<file path="src/rtl/parity_rr_sched.sv">
`default_nettype none
// ============================================================================
// Module   : parity_rr_sched
// Purpose  : Round-robin scheduler sharing one 4-bit parity generator among
//            NUM_REQ nibble requesters. The winning nibble, its even-ones
//            parity bit and the requester index are registered into a single
//            valid/ready output stage.
// Options  : PARITY_RR_SCHED_CNT_EN adds cnt_clr / out_cnt, a 16-bit
//            saturating count of completed output handshakes.
// Revision : 1.0 - initial release
// ============================================================================
module parity_rr_sched #(
  parameter  int NUM_REQ = 4,
  localparam int ID_W    = $clog2(NUM_REQ)
) (
  input  logic                   clk,
  input  logic                   rst_n,
  input  logic [NUM_REQ-1:0]     req_valid,
  input  logic [4*NUM_REQ-1:0]   req_data,
  output logic [NUM_REQ-1:0]     req_ready,
  output logic                   out_valid,
  input  logic                   out_ready,
  output logic [3:0]             out_data,
  output logic                   out_par,
  output logic [ID_W-1:0]        out_id
`ifdef PARITY_RR_SCHED_CNT_EN
  ,
  input  logic                   cnt_clr,
  output logic [15:0]            out_cnt
`endif
);

  localparam logic [0:0]    c_ST_EMPTY  = 1'b0;
  localparam logic [0:0]    c_ST_FULL   = 1'b1;
  localparam logic [ID_W:0] c_NUM_REQ_W = (ID_W+1)'(NUM_REQ);
  localparam logic [ID_W-1:0] c_LAST_ID = ID_W'(NUM_REQ - 1);

  logic [0:0]      r_state;
  logic [0:0]      w_state_nxt;
  logic [ID_W-1:0] r_ptr;
  logic [ID_W-1:0] w_gnt;
  logic            w_found;
  logic            w_load;
  logic            w_xfer;
  logic [3:0]      w_nib;
  logic [3:0]      r_data;
  logic            r_par;
  logic [ID_W-1:0] r_id;

  // Output register may take a new result when empty or being drained.
  assign w_load = ~out_valid | out_ready;

  // A transfer needs a winner, room in the output stage and reset released.
  assign w_xfer = rst_n & w_found & w_load;

  assign w_nib = req_data[4*w_gnt +: 4];

  // Round-robin search: first asserted request at or after r_ptr, with wrap.
  always_comb begin : p_arb
    logic [ID_W:0] v_idx;
    w_found = 1'b0;
    w_gnt   = '0;
    v_idx   = '0;
    for (int k = 0; k < NUM_REQ; k++) begin
      v_idx = {1'b0, r_ptr} + (ID_W+1)'(k);
      if (v_idx >= c_NUM_REQ_W) begin
        v_idx = v_idx - c_NUM_REQ_W;
      end
      if (!w_found && req_valid[v_idx[ID_W-1:0]]) begin
        w_found = 1'b1;
        w_gnt   = v_idx[ID_W-1:0];
      end
    end
  end

  // One-hot accept towards the winner only when the transfer really happens.
  always_comb begin
    req_ready = '0;
    if (w_xfer) begin
      req_ready[w_gnt] = 1'b1;
    end
  end

  // State register: EMPTY / FULL tracks whether the output stage holds data.
  always_ff @(posedge clk or negedge rst_n) begin
    if (!rst_n) begin
      r_state <= c_ST_EMPTY;
    end else begin
      r_state <= w_state_nxt;
    end
  end

  // Next-state: fill on transfer, drain on out_ready without a refill.
  always_comb begin
    w_state_nxt = r_state;
    case (r_state)
      c_ST_EMPTY: if (w_xfer) w_state_nxt = c_ST_FULL;
      c_ST_FULL:  if (!w_xfer && out_ready) w_state_nxt = c_ST_EMPTY;
      default:    w_state_nxt = c_ST_EMPTY;
    endcase
  end

  // Output decode: the stage is valid exactly when FULL.
  always_comb begin
    out_valid = (r_state == c_ST_FULL);
  end

  // Result register and round-robin pointer advance on each transfer.
  always_ff @(posedge clk or negedge rst_n) begin
    if (!rst_n) begin
      r_data <= 4'h0;
      r_par  <= 1'b0;
      r_id   <= '0;
      r_ptr  <= '0;
    end else if (w_xfer) begin
      r_data <= w_nib;
      r_par  <= ~^w_nib;
      r_id   <= w_gnt;
      r_ptr  <= (w_gnt == c_LAST_ID) ? '0 : w_gnt + 1'b1;
    end
  end

  assign out_data = r_data;
  assign out_par  = r_par;
  assign out_id   = r_id;

`ifdef PARITY_RR_SCHED_CNT_EN
  logic [15:0] r_cnt;

  // Saturating handshake counter; clear wins over increment.
  always_ff @(posedge clk or negedge rst_n) begin
    if (!rst_n) begin
      r_cnt <= 16'h0000;
    end else if (cnt_clr) begin
      r_cnt <= 16'h0000;
    end else if (out_valid && out_ready && (r_cnt != 16'hFFFF)) begin
      r_cnt <= r_cnt + 16'h0001;
    end
  end

  assign out_cnt = r_cnt;
`endif

endmodule
`default_nettype wire

</file>
<file path="config.mk">
export PLATFORM = sky130hd
export DESIGN_NAME = parity_rr_sched
export DESIGN_NICKNAME = d
export VERILOG_FILES = /design/src/rtl/parity_rr_sched.sv
export SDC_FILE = /design/constraint.sdc
export NUM_CORES = 1
export LEC_CHECK = 0
export CAP_MARGIN = 20
export CORE_MARGIN = 2
export CORE_UTILIZATION = 41
export CTS_CLUSTER_DIAMETER = 200
export CTS_CLUSTER_SIZE = 25
export DETAILED_ROUTE_END_ITERATION = 8
export PLACE_DENSITY = 0.79
export SYNTH_ARGS = -nofsm -noshare
export SYNTH_HDL_FRONTEND = slang
export SYNTH_SLANG_ARGS = --single-unit
</file>
<file path="constraint.sdc">
create_clock -name clk -period 2.3 [get_ports clk]
set_input_delay 0.345 -clock clk [delete_from_list [all_inputs] [get_ports clk]]
set_output_delay 0.345 -clock clk [all_outputs]
set_load 0.03 [all_outputs]
</file>
==> metrics.txt <==
VDD IR max=0.663 mV; TritonCTS clock tree=done; GP Congestion=0.774; Slew Viols, Final=0; number of synthesized flops with an enable pin=0; Multi-input gate area=497 µm²; PortBufs=34; initial antenna violation count=0; total gr overflow=0; worst rel slew slack=75.2%; leading area contributor after synthesis=dfrtp_1; Slew @ Worst Pin=0.372 ns; Final Hold Viols=0; Antenna Nets Post-Route=0; CTS Buf Count=3; Yosys top cell area share=32.1%; area of the die=0.00227 mm²; Warnings, synthesis=0; Synth Cell Area=781 µm²; Worst EP required=1.96 ns; minimum clock period=2.26 ns; Core Footprint=0.00176 mm²; critical path launch point type=flip-flop; Post-route DRC=0; Final TNS setup=0 ns; Reg area=251 µm²; Die Span Y=47.6 µm; crit path cell chain=nor2b_1 -> o21ai_1 -> o211a_1 -> inv_2 -> buf_4 -> ha_1 -> and2_1 -> buf_4; Hold-fix buffers, CTS=0; number of DRC markers in iteration 0=17; vias in the first global route=793; Vias=847; largest cells by area after synthesis=dfrtp_1 32%, ha_1 6.4%, and3_1 4.8%, mux2_2 4.3%, o211a_1 3.8%; Layout Nets=167; syn_area_per_cell=9.52 µm²; CP max stage cell=dfrtp_2; count of final setup violators=0; Placed Cells=159; leakage power=0.665 nW; cell mode on critical path=buf_4; Horiz. Die Dim=47.6 µm; slowest cell delay on critical path=0.45 ns; PwrDens=992 mW/mm²; dpl hpwl=1820 µm; Post-Route WL=2260 µm; Clock transition at path regs=0.06 ns; Final Cycle Share=98.5%; Syn Nets=109; sequential area share after synthesis=32.1%; final std cells w/o fill=164; starting density of the core=44.3%; largest net degree at the start of global routing=11; clk root buf=clkbuf_4; Skew-Pair Late Insertion Delay=0.26 ns; max cap viols=0; std cell rows=15; Tot GR Track Use=21.3%; Filler cells=135; Fmax=0.442 GHz; status=complete, no violations; Yosys cell types=32; clock buffer depth=2; Setup Skew=0.00237 ns; Post-Synthesis Cells=82; area grow syn2layout=72.4%; Post-synth ARST share=100%; Boundary Pins=35; Synth Flop Type=dfrtp_1; Worst EP arrival=1.92 ns; CP endpoint kind=primary output; layout cells sized above 1=33.1%; TritonRoute pass-1 iters=4; CTS Sinks=10; wire length of the first global-routing pass=3280 µm; WS Path Type=reg -> out; Synth Register Bits=10; Via density=5.16; unrepaired setup endpoints after global routing=yes; H-tree depth=1; Hold WC Path Type=in -> async; wire per inst=13.8 µm; crit path max fanout=7; number of diodes=0
==> cell families after synthesis <==
| kind of cell | count (synthesis) | synth area share, % |
|---|---|---|
| muxes | 3 | 4.33 |
| DFF | 10 | 32.1 |
| and+or+nand+nor | 26 | 19.1 |
| AOI/OAI and AO/OA | 28 | 30.6 |
| adders and majority gates | 4 | 6.41 |
| buffers and inverters | 11 | 7.53 |
==> what timing repair did <==
item	CTS	global route
resized for setup	3	7
endpoints found under the setup margin	5	5
setup buffers	0	1
pin swaps	1	2
==> synthesized netlist by cell type (2+ instances only) <==
| master | number |
|---|---|
| o211a_1 | 3 |
| mux2_2 | 3 |
| o21ai_0 | 3 |
| a21oi_1 | 2 |
| a211oi_1 | 4 |
| o211ai_1 | 3 |
| nand2_1 | 4 |
| a21o_1 | 3 |
| dfrtp_1 | 10 |
| nand3_1 | 2 |
| and2_1 | 4 |
| nor3_1 | 2 |
| inv_1 | 7 |
| a211o_1 | 3 |
| a211oi_2 | 2 |
| nor2_1 | 2 |
| nor2b_1 | 2 |
| ha_1 | 4 |
| and3_1 | 6 |
==> stage by stage <==
stage	instance area, µm²	power (W)	hold WS, ns	utilization, %	setup WS, ns
3_3_place_gp	1280	0.00112	0.463	72.3	-0.200
4_1_cts	1310	0.00131	0.443	74.3	-0.0121
6_report	1350	0.00133	0.461	76.3	0.0351
3_5_place_dp	1280	0.00115	0.476	72.3	-0.337
5_1_grt	1350	0.00142	0.454	76.3	-0.0600
2_1_floorplan	781	0.000780	0.0494	-	0.264
==> flip-flops by register name, summed over array words and instances, names as in the netlist <==
name       flops
out_data       4
r_ptr          2
out_par        1
out_valid      1
out_id         2
==> critical path, delay by kind of cell, from the launching register on <==
kind	cells	cell delay [ns]
AO/OA/AOI/OAI	2	0.40
adder cells (fa/ha/maj)	1	0.17
AND/OR/NAND/NOR	2	0.27
flip-flops	1	0.45
buffers and inverters	3	0.37
==> per-layer routing <==
layer / track usage, % / vias up / wire [µm]
li1: - / 414 / -
met1: 25.4 / 394 / 1010
met2: 35.4 / 31 / 1060
met3: 2.26 / 8 / 113
met4: 15.1 / 0 / 68
met5: 0 / - / 0
==> where the power goes <==
| group | leakage, nW | switching, W | total, W | internal, W |
|---|---|---|---|---|
| sequential | 0.118 | 0.0000522 | 0.000298 | 0.000245 |
| combinational | 0.527 | 0.000438 | 0.000885 | 0.000448 |
| clock | 0.0210 | 0.0000562 | 0.000152 | 0.0000960 |
==> placed cells by master, fill, tap and decap left out <==
cell type and count:
clkdlybuf4s50_1 27, buf_4 26, dfrtp_1 9, inv_1 6
and3_1 6, nand2_1 4, and2_1 4, ha_1 4
a21o_1 3, o211a_1 3, a211oi_2 3, a211oi_1 3
a211o_1 3, mux2_2 3, o211ai_1 3, clkbuf_4 3
nor2b_1 2, nor2_1 2, o21ai_0 2, nor3_1 2
nand3_1 2, dlygate4sd2_1 2, o21ai_1 1, nand2b_1 1
inv_2 1, and3b_1 1, o21ai_4 1, nand3b_1 1
o221a_4 1, and2_4 1, inv_6 1, o41ai_2 1
a21oi_2 1, o31ai_2 1, a21oi_1 1, a31o_2 1
clkbuf_8 1, dlymetal6s2s_1 1, dfrtp_2 1
==> final cells by class <==
cell class	instances	share of cell area, %
multi-input combinational	61	36.9
timing repair buffer	56	36.8
sequential	10	18.7
tap	25	2.32
clock buffer	4	2.70
inverter	8	2.60
==> path summary, 6_finish.rpt <==
check	start	end	slack, ns	cells past startpoint
worst max-delay path	r_ptr[1]	req_ready[2]	0.04	8
worst min-delay path	rst_n	out_data[2]	0.46	2
worst max register to register	r_ptr[1]	out_par	0.11	9
worst min register to register	out_data[1]	out_data[1]	0.49	1
max in group asynchronous	rst_n	r_ptr[1]	1.69	2
min in group clk	req_valid[2]	out_valid	0.48	3
(Power assumes the default switching activity.)
